File: config.mk
export PLATFORM = sky130hd
export DESIGN_NAME = ceyloniac_alu_sequencer
export DESIGN_NICKNAME = d
export VERILOG_FILES = /design/src/rtl/ceyloniac_alu_pkg.sv /design/src/rtl/ceyloniac_bitfield_extract.sv /design/src/rtl/ceyloniac_alu_sequencer.sv
export SDC_FILE = /design/constraint.sdc
export NUM_CORES = 1
export LEC_CHECK = 0
export BUFFER_PORTS_ARGS = -buffer_cell sky130_fd_sc_hd__buf_2
export CAP_MARGIN = 40
export CELL_PAD_IN_SITES_DETAIL_PLACEMENT = 0
export CELL_PAD_IN_SITES_GLOBAL_PLACEMENT = 1
export CORE_MARGIN = 2
export CORE_UTILIZATION = 40
export DETAILED_ROUTE_END_ITERATION = 7
export PLACE_DENSITY_LB_ADDON = 0.1
export SLEW_MARGIN = 40
export SYNTH_ARGS = -nofsm -noshare
export SYNTH_HDL_FRONTEND = slang
export SYNTH_HIERARCHICAL = 1
export SYNTH_SLANG_ARGS = --single-unit
export TNS_END_PERCENT = 30
File: constraint.sdc
create_clock -name clk_i -period 3.99 [get_ports clk_i]
set_clock_uncertainty 0.15 [all_clocks]
set_input_delay 0.399 -clock clk_i [delete_from_list [all_inputs] [get_ports clk_i]]
set_output_delay 0.399 -clock clk_i [all_outputs]
set_load 0.02 [all_outputs]
File: src/rtl/ceyloniac_alu_pkg.sv
// Shared definitions for the Ceyloniac ALU sequencer: opcodes, FSM encoding
// and the bit-field extract operand layout carried in operand B.
package ceyloniac_alu_pkg;

  localparam logic [3:0] OP_ADD     = 4'b0000;
  localparam logic [3:0] OP_SUB     = 4'b0001;
  localparam logic [3:0] OP_AND     = 4'b0010;
  localparam logic [3:0] OP_OR      = 4'b0011;
  localparam logic [3:0] OP_XOR     = 4'b0100;
  localparam logic [3:0] OP_SHL     = 4'b0110;
  localparam logic [3:0] OP_SHR     = 4'b0111;
  localparam logic [3:0] OP_EXTRACT = 4'b1110;
  localparam logic [3:0] OP_PASS    = 4'b1111;

  // Extract fields inside operand B
  localparam int POS_LSB = 6;
  localparam int POS_MSB = 10;
  localparam int LEN_LSB = 11;
  localparam int LEN_MSB = 15;
  localparam int FIELD_W = POS_MSB - POS_LSB + 1;

  typedef enum logic [1:0] {
    ST_IDLE,
    ST_ISSUE,
    ST_EXTRACT,
    ST_RESP
  } seq_state_e;

endpackage

File: src/rtl/ceyloniac_bitfield_extract.sv
// Iterative bit-field extractor: one result bit per cycle, LSB first.
// Source bits beyond the operand MSB read as zero.
module ceyloniac_bitfield_extract
  import ceyloniac_alu_pkg::*;
#(
  parameter int DATA_WIDTH = 32
) (
  input  logic                  clk_i,
  input  logic                  reset_i,
  input  logic                  start_i,
  input  logic [FIELD_W-1:0]    pos_i,
  input  logic [FIELD_W-1:0]    len_i,
  input  logic [DATA_WIDTH-1:0] a_i,
  output logic                  done_o,
  output logic [DATA_WIDTH-1:0] result_o
);

  logic                  busy_q;
  logic [FIELD_W-1:0]    i_q;
  logic [FIELD_W-1:0]    pos_q;
  logic [FIELD_W-1:0]    len_q;
  logic [DATA_WIDTH-1:0] a_q;
  logic [DATA_WIDTH-1:0] result_q;
  logic [FIELD_W:0]      src_idx;
  logic                  src_bit;

  // Carry bit of the index means pos+i ran past the operand MSB
  assign src_idx  = {1'b0, pos_q} + {1'b0, i_q};
  assign src_bit  = src_idx[FIELD_W] ? 1'b0 : a_q[src_idx[FIELD_W-1:0]];
  assign done_o   = busy_q && (i_q == len_q);
  assign result_o = result_q;

  // NOTE: sequential state uses non-blocking assignments only, so every
  // register samples pre-edge values regardless of statement order.
  always_ff @(posedge clk_i) begin
    if (reset_i) begin
      busy_q   <= 1'b0;
      i_q      <= '0;
      pos_q    <= '0;
      len_q    <= '0;
      a_q      <= '0;
      result_q <= '0;
    end else if (start_i) begin
      busy_q   <= 1'b1;
      i_q      <= '0;
      pos_q    <= pos_i;
      len_q    <= len_i;
      a_q      <= a_i;
      result_q <= '0;
    end else if (busy_q) begin
      if (i_q == len_q) begin
        busy_q <= 1'b0;
      end else begin
        result_q[i_q] <= src_bit;
        i_q           <= i_q + 1'b1;
      end
    end
  end

endmodule

File: src/rtl/ceyloniac_alu_sequencer.sv
// Issue-side controller for the combinational Ceyloniac ALU; runs the
// bit-field extract opcode locally since the ALU lacks it.
module ceyloniac_alu_sequencer
  import ceyloniac_alu_pkg::*;
#(
  parameter int DATA_WIDTH = 32,
  parameter int OP_WIDTH   = 4
) (
  input  logic                  clk_i,
  input  logic                  reset_i,
  input  logic                  req_valid_i,
  output logic                  req_ready_o,
  input  logic [OP_WIDTH-1:0]   req_op_i,
  input  logic [DATA_WIDTH-1:0] req_a_i,
  input  logic [DATA_WIDTH-1:0] req_b_i,
  output logic [DATA_WIDTH-1:0] alu_in_a_o,
  output logic [DATA_WIDTH-1:0] alu_in_b_o,
  output logic [OP_WIDTH-1:0]   alu_sel_o,
  input  logic [DATA_WIDTH-1:0] alu_out_i,
  input  logic                  alu_status_i,
  output logic                  rsp_valid_o,
  input  logic                  rsp_ready_i,
  output logic [DATA_WIDTH-1:0] rsp_data_o,
  output logic                  rsp_status_o,
  output logic [15:0]           done_count_o
);

  seq_state_e            state_q, state_d;
  logic [DATA_WIDTH-1:0] alu_a_q, alu_a_d;
  logic [DATA_WIDTH-1:0] alu_b_q, alu_b_d;
  logic [OP_WIDTH-1:0]   alu_sel_q, alu_sel_d;
  logic [DATA_WIDTH-1:0] rsp_data_q, rsp_data_d;
  logic                  rsp_status_q, rsp_status_d;
  logic [15:0]           done_cnt_q, done_cnt_d;
  logic                  ext_start;
  logic                  ext_done;
  logic [DATA_WIDTH-1:0] ext_result;

  ceyloniac_bitfield_extract #(
    .DATA_WIDTH(DATA_WIDTH)
  ) u_extract (
    .clk_i   (clk_i),
    .reset_i (reset_i),
    .start_i (ext_start),
    .pos_i   (req_b_i[POS_MSB:POS_LSB]),
    .len_i   (req_b_i[LEN_MSB:LEN_LSB]),
    .a_i     (req_a_i),
    .done_o  (ext_done),
    .result_o(ext_result)
  );

  always_ff @(posedge clk_i) begin
    if (reset_i) begin
      state_q      <= ST_IDLE;
      alu_a_q      <= '0;
      alu_b_q      <= '0;
      alu_sel_q    <= '0;
      rsp_data_q   <= '0;
      rsp_status_q <= 1'b0;
      done_cnt_q   <= '0;
    end else begin
      state_q      <= state_d;
      alu_a_q      <= alu_a_d;
      alu_b_q      <= alu_b_d;
      alu_sel_q    <= alu_sel_d;
      rsp_data_q   <= rsp_data_d;
      rsp_status_q <= rsp_status_d;
      done_cnt_q   <= done_cnt_d;
    end
  end

  always_comb begin
    // NOTE: every signal gets a default before the case so no path leaves
    // it unassigned, which would otherwise infer a latch.
    state_d      = state_q;
    alu_a_d      = alu_a_q;
    alu_b_d      = alu_b_q;
    alu_sel_d    = alu_sel_q;
    rsp_data_d   = rsp_data_q;
    rsp_status_d = rsp_status_q;
    done_cnt_d   = done_cnt_q;
    ext_start    = 1'b0;
    case (state_q)
      ST_IDLE: begin
        if (req_valid_i) begin
          if (req_op_i == OP_EXTRACT) begin
            ext_start    = 1'b1;
            rsp_data_d   = '0;
            rsp_status_d = 1'b0;
            state_d      = ST_EXTRACT;
          end else begin
            alu_a_d   = req_a_i;
            alu_b_d   = req_b_i;
            alu_sel_d = req_op_i;
            state_d   = ST_ISSUE;
          end
        end
      end
      ST_ISSUE: begin
        rsp_data_d   = alu_out_i;
        rsp_status_d = alu_status_i;
        state_d      = ST_RESP;
      end
      ST_EXTRACT: begin
        if (ext_done) begin
          rsp_data_d = ext_result;
          state_d    = ST_RESP;
        end
      end
      ST_RESP: begin
        if (rsp_ready_i) begin
          done_cnt_d = done_cnt_q + 16'd1;
          state_d    = ST_IDLE;
        end
      end
      default: state_d = ST_IDLE;
    endcase
  end

  always_comb begin
    req_ready_o = (state_q == ST_IDLE);
    rsp_valid_o = (state_q == ST_RESP);
  end

  assign alu_in_a_o   = alu_a_q;
  assign alu_in_b_o   = alu_b_q;
  assign alu_sel_o    = alu_sel_q;
  assign rsp_data_o   = rsp_data_q;
  assign rsp_status_o = rsp_status_q;
  assign done_count_o = done_cnt_q;

endmodule

==> results of run 1 <==
==> cell usage in the layout, fill, tap and decap left out, drive strengths merged, types with 2 or more instances in the layout <==
cell type	count
xnor2	15
nor2	71
or3	6
nor3	4
mux4	8
nor2b	33
or4	2
o211ai	32
and4	2
a22oi	32
buf	236
and2	3
clkbuf	17
nand2	149
o21ai	37
mux2i	46
or2	5
xor2	7
o31ai	34
ha	15
a21oi	81
nand4	8
o21a	2
dfxtp	199
diode	2
nand3b	4
clkinv	6
inv	21
mux2	2
o41ai	32
nand2b	2
nand3	11
==> registers in the layout, indices dropped and copies added (netlist names) <==
| signal | cells |
|---|---|
| alu_in_a_o | 32 |
| alu_in_b_o | 32 |
| rsp_data_o | 32 |
| u_extract/a_q | 32 |
| u_extract/result_o | 32 |
| done_count_o | 16 |
| u_extract/i_q | 5 |
| u_extract/len_q | 5 |
| u_extract/pos_q | 5 |
| alu_sel_o | 4 |
| state_q | 2 |
| rsp_status_o | 1 |
| u_extract/busy_q | 1 |
==> worst max path at each step <==
stage / slack [ns] / startpoint / depth (start not counted) / end
CTS: 0.53 / u_extract/i_q[1] / 7 / u_extract/result_o[7]
floorplan: 0.95 / u_extract/i_q[0] / 10 / u_extract/result_o[10]
detailed placement: 0.55 / u_extract/i_q[1] / 7 / u_extract/result_o[7]
global route: 0.34 / u_extract/i_q[1] / 7 / u_extract/result_o[12]
global placement: 0.61 / u_extract/i_q[1] / 7 / u_extract/result_o[9]
finish: 0.58 / u_extract/i_q[1] / 7 / u_extract/result_o[0]
==> layout make-up <==
class / count / area [µm²] / area share
Clock buffer: 17 / 425 / 0.0408
Timing Repair Buffer: 236 / 1220 / 0.117
Multi-Input combinational cell: 652 / 4230 / 0.405
Inverter: 13 / 48.8 / 0.00468
Sequential cell: 199 / 3980 / 0.382
Clock inverter: 15 / 183 / 0.0175
Tap cell: 275 / 344 / 0.0330
Antenna cell: 2 / 5.00 / 0.000480
==> through the flow <==
stage / instances / setup WS [ns] / utilization / hold slack, ns
floorplan: 947 / 0.953 / - / 0.296
global placement: 1375 / 0.613 / 0.464 / 0.290
detailed placement: 1375 / 0.554 / 0.464 / 0.293
CTS: 1407 / 0.528 / 0.493 / 0.0286
global route: 1407 / 0.344 / 0.493 / 0.0372
finish: 1409 / 0.575 / 0.493 / 0.0484
==> synth_stat cells, drive strengths merged <==
master / instances
nand3: 11
o21ai: 37
a311oi: 1
and4: 2
nor4: 1
a221oi: 1
nor3: 4
mux2: 2
fa: 1
nand2b: 2
a21boi: 1
inv: 13
a22oi: 32
xnor2: 15
mux2i: 46
or3b: 1
nand4: 8
o21a: 2
or2: 5
buf: 31
o31ai: 34
ha: 15
o41ai: 32
a21oi: 81
nand2: 149
mux4: 8
and2: 3
o211ai: 32
dfxtp: 199
and3: 1
xor2: 7
or3: 6
clkbuf: 52
nand3b: 4
nor2: 71
and4b: 1
nor2b: 33
a211oi: 1
or4: 2
==> worst min-delay path: cells and delay by family <==
kind            cells  cell delay, ns
compound gates      1            0.05
simple gates        1            0.05
buf+inv             1            0.10
==> power by group through the flow <==
stage,clock network [W],registers [W],logic [W]
after floorplan,0,0.00245,0.000935
after global placement,0,0.00228,0.00147
after detailed placement,0,0.00228,0.00147
after CTS,0.00183,0.00223,0.00147
after global routing,0.00192,0.00225,0.00161
final,0.00177,0.00223,0.00145
==> routing by layer <==
layer	GRT usage	vias to the layer above	wire (µm)
met3	0.0461	14	1250
met2	0.290	180	10100
met5	0	-	13
met4	0.0439	2	162
li1	-	3720	-
met1	0.284	3306	11000
==> cells by family (layout without fill, tap and decap cells) <==
family	Yosys count	count (layout)	share of synthesized area
compound gates	254	254	0.200
xor+xnor	22	22	0.0222
fa+ha+maj	16	16	0.0240
buf+inv	96	281	0.0544
flops	199	199	0.460
mux	56	56	0.0791
other cells	0	2	0
simple gates	304	304	0.161
==> run_results.csv, run 1 <==
group,metric,value,unit
layout,layout-drive-gt1-share,0.265,
sta,hold_viol_final,0,
synthesis,synthCells,947,
clocking,cts_tree,"done",
layout,nets,1240,
synthesis,syn_area_per_cell,9.15,µm²
sta,rsz0062_at_grt,"no",
clocking,cts_setup_buffers,0,
sta,setup-tns-final,0,ns
sta,slew_viol_final,0,
synthesis,syn_nets,1068,
clocking,cts_resized,0,
floorplan,die_y,151,µm
setup_path,path_cells,"inv_1 > fa_1 > mux4_2 > mux2_2 > or3_1 > nand4_4 > o31ai_1",
clocking,cts.hold.buffers_added,0,
synthesis,yosys.area.top_type,"dfxtp_1",
grt,grt_max_degree,95,
setup_path,rr_startpoint,"u_extract/i_q[1]",
power,power,0.00545,W
power,switchingPower,0.00198,W
sta,setup_violations,0,
min_path,min_path_type,"in2reg",
power,p_comb_frac,0.266,
min_path,hold_path_depth,3,
run,cap_violations,0,
placed_design,dp_hpwl,15.3,mm
power,switching_share,0.363,
drt,wl_per_cell,16.0,µm
power,p_per_area,522,nW/µm²
power,power.leakage,4.22,nW
sta,relSlewSlack,0.455,
min_path,min_from,"req_b_i[5]",
clocking,cts_sinks,199,
synthesis,synthDistinctLibCells,50,
clocking,worst_skew_pair.late_latency,0.44,ns
layout,area_delta_synth_final,20.4,%
power,p_int,0.00347,W
setup_path,reg2reg_setup_slack,0.58,ns
floorplan,dieArea,22900,µm²
drt,final_antenna_net_count,0,
setup_path,crit_type,"reg2reg",
setup_path,cp_num_buf_inv,1,
power,vdd_drop_max,0.330,mV
grt,antenna_found_initial,3,
drt,viasPerCell,5.13,
placed_design,placedInstanceArea,9820,µm²
synthesis,yosysTopAreaCellShare,0.460,
setup_path,cpPeakStageDelay,0.78,ns
floorplan,ioPinCount,224,
floorplan,start_util,0.410,
grt,grt-ovfl-total,0,
clocking,h-tree-depth,4,
drt,routed_wl,22.5,mm
floorplan,die_w,151,µm
setup_path,worst_setup_path_start_kind,"flip-flop",
synthesis,synth-seq-cells,199,
floorplan,fp-row-count,53,
clocking,cts_root_buf,"clkbuf_16",
setup_path,r2r_cells,7,
clocking,cts.path.max_buffers,2,
synthesis,syn-cell-area,8670,µm²
clocking,cts.clk_slew.worst_paths,0.08,ns
placed_design,portBuffers,223,
power,clkPwrFrac,0.324,
sta,post-route-min-period,3.41,ns
layout,fin_area,10400,µm²
synthesis,ys_top_cells_by_area,"dfxtp_1, nand2_1, mux2i_1, a21oi_1, o41ai_1",
synthesis,yosysWarnings,6,
drt,drc,0,
setup_path,critPathTopFamily,"multiplexers",
clocking,numCtsBuffers,17,
setup_path,crit_fanout,32,
setup_path,worstPathRequired,4.13,ns
setup_path,crit_slowest_cell,"fa_1",
sta,fmax,293,MHz
grt,groute.usage.overall,0.195,
min_path,hold_end,"alu_in_b_o[5]",
run_status,outcome,"finished clean",
synthesis,seq_area_frac_synth,0.460,
setup_path,arrival,3.56,ns
setup_path,worstReg2RegEnd,"u_extract/result_o[0]",
grt,grt_pass1_vias,6469,
drt,vias,7222,
placed_design,gp_congestion,0.758,
setup_path,end_kind,"flip-flop",
sta,timing.final.crit_share,0.856,
floorplan,core_area,21200,µm²
sta,worst_pin_slew,0.818,ns
drt,drt-initial-drc-count,415,
drt,first_pass_iters,6,
layout,fillers,2114,
grt,grt_pass1_wl,35.1,mm
power,power.sequential.fraction,0.410,
Power figures use the tool's default switching activity.
==> inputs of run 2 (changes only) <==
Settings changed: CAP_MARGIN 40 to unset, CORE_UTILIZATION 40 to 36.
Clock period 3.99 ns to 2.75 ns, I/O delays scaled along.
==> run 2 against run 1 <==
  * The run now ends with negative setup slack left
  * Worst setup slack worse by 0.64 ns
  * First-iteration DRC count is 29% higher
  * Sequential share of layout area is 3.3 points lower
  * Count of clock-buffer cells in the layout stayed put
  * Routed wire length is 9.8% higher
  * Cell count is 9.7% higher
  * Maximum frequency is 21% higher
  * Critical path type unchanged
  * Critical endpoint is now u_extract/result_o[10]
  * Largest power group unchanged
  * Highest routed layer is now met4
==> run_results.csv, run 2 (synthesized netlist as in run 1, its figures left out) <==
group,metric,value,unit
power,p_per_area,716,nW/µm²
grt,grt_max_degree,69,
layout,final_cells,1545,
layout,nets,1332,
clocking,cts_root_buf,"clkbuf_16",
drt,viasPerCell,4.89,
floorplan,core_area,23500,µm²
floorplan,dieArea,25300,µm²
placed_design,portBuffers,223,
floorplan,ioPinCount,224,
sta,worst_pin_slew,0.781,ns
power,vdd_drop_max,0.386,mV
placed_design,dpl_worst_slack,-0.111,ns
run_status,violations,"negative setup slack",
sta,hold_viol_final,0,
drt,routed_wl,24.7,mm
clocking,h-tree-depth,4,
sta,post-route-min-period,2.82,ns
clocking,numCtsBuffers,17,
placed_design,dp_hpwl,16.5,mm
sta,timing.final.crit_share,1.02,
sta,rsz0062_at_grt,"yes",
power,power.leakage,4.65,nW
setup_path,cpPeakStageDelay,0.55,ns
layout,fillers,2353,
floorplan,die_y,159,µm
setup_path,path_cells,"ha_4 > inv_1 > fa_2 > mux4_2 > mux2_2 > or3_4 > nand4_4 > buf_12 > o31ai_2",
layout,final_common_cell,"buf_2",
placed_design,place_inst,1441,
clocking,cts.clk_slew.worst_paths,0.08,ns
grt,groute.usage.overall,0.195,
run,cap_violations,0,
drt,drt-initial-drc-count,534,
layout,layout-drive-gt1-share,0.269,
clocking,cts.path.max_buffers,2,
min_path,min_path_type,"in2reg",
setup_path,crit_slowest_cell,"fa_2",
placed_design,gp_congestion,0.772,
drt,wl_per_cell,16.0,µm
grt,antenna_found_initial,2,
floorplan,die_w,159,µm
layout,final_cell_mix,"buf_2, dfxtp_1, nand2_1",
sta,relSlewSlack,0.480,
clocking,worst_skew_pair.late_latency,0.44,ns
layout,seq_area,3990,µm²
clocking,cts_sinks,199,
grt,grt_pass1_vias,7259,
run_status,outcome,"finished, violations left",
layout,multiInputGateArea,4250,µm²
grt,grt_pass1_wl,40.3,mm
clocking,cts_setup_buffers,0,
drt,drc,0,
layout,area_delta_synth_final,32.2,%
drt,vias,7562,
sta,setup_violations,32,
drt,first_pass_iters,6,
floorplan,start_util,0.368,
setup_path,worst_setup_path_start_kind,"flip-flop",
setup_path,end_kind,"flip-flop",
setup_path,crit_fanout,16,
setup_path,worstPathRequired,2.89,ns
grt,grt-ovfl-total,0,
sta,fmax,355,MHz
sta,slew_viol_final,0,
setup_path,arrival,2.96,ns
setup_path,crit_type,"reg2reg",
drt,final_antenna_net_count,0,
floorplan,fp-row-count,56,
sta,fin_ws,-0.0660,ns
clocking,cts_tree,"done",
-- run 2: cell types whose count changed in the layout (fill, tap and decap cells not counted), moves of 3 or more --
cell and change:
buf_12 +4, buf_4 +18, dfxtp_1 -3, dlygate4sd3_1 +70, inv_6 -3
-- run 2: routing by layer --
layer,wire length (µm),track usage,part of all wire,vias up
met2,11300,0.302,0.46,177
met1,12000,0.277,0.49,3461
met3,981,0.0339,0.040,27
li1,-,-,-,3897
met4,434,0.0591,0.018,0
met5,0,0,0,-
-- run 2: layout make-up --
type / instances / area share
Sequential cell: 199 / 0.348
Tap cell: 319 / 0.0348
Timing Repair Buffer: 328 / 0.186
Clock inverter: 15 / 0.0180
Clock buffer: 17 / 0.0371
Antenna cell: 2 / 0.000437
Inverter: 13 / 0.00426
Multi-Input combinational cell: 652 / 0.371
-- run 2: final timing paths --
check | startpoint | endpoint | slack, ns | cells after the start
worst max register to register | u_extract/i_q[0] | u_extract/result_o[10] | -0.07 | 9
worst min-delay path | alu_out_i[8] | rsp_data_o[8] | 0.04 | 3
worst max-delay path | u_extract/i_q[0] | u_extract/result_o[10] | -0.07 | 9
worst min register to register | alu_in_a_o[30] | alu_in_a_o[30] | 0.30 | 2
-- run 2: where the power goes --
part	internal, W	total [W]	switching [W]
clock	0.00140	0.00266	0.00126
combinational	0.000733	0.00230	0.00157
sequential	0.00312	0.00324	0.000119
-- run 2: per-stage QoR --
step | utilization | total power, W | cell area [µm²] | hold slack (ns) | setup TNS [ns]
finish | 0.487 | 0.00820 | 11500 | 0.0382 | -1.61
global route | 0.487 | 0.00868 | 11500 | 0.0381 | -5.08
CTS | 0.486 | 0.00830 | 11400 | 0.0176 | -2.34
detailed placement | 0.430 | 0.00555 | 10100 | 0.294 | -2.95
global placement | 0.430 | 0.00554 | 10100 | 0.290 | -2.13
floorplan | - | 0.00491 | 8690 | 0.261 | -2.68
-- run 2: repair_timing --
item | CTS | global route
hold endpoints to repair | 112 | 0
pin swaps | 0 | 0
hold buffers | 70 | 0
endpoints found under the setup margin | 32 | 32
resized for setup | 1 | 1
-- run 2: critical path: cells and delay by family (launching register included) --
| kind | cells | cell delay (ns) |
|---|---|---|
| AND/OR/NAND/NOR | 2 | 0.47 |
| multiplexers | 2 | 0.76 |
| AO/OA/AOI/OAI | 1 | 0.07 |
| flip-flops | 1 | 0.36 |
| buffers and inverters | 2 | 0.20 |
| adder cells (fa/ha/maj) | 2 | 0.67 |
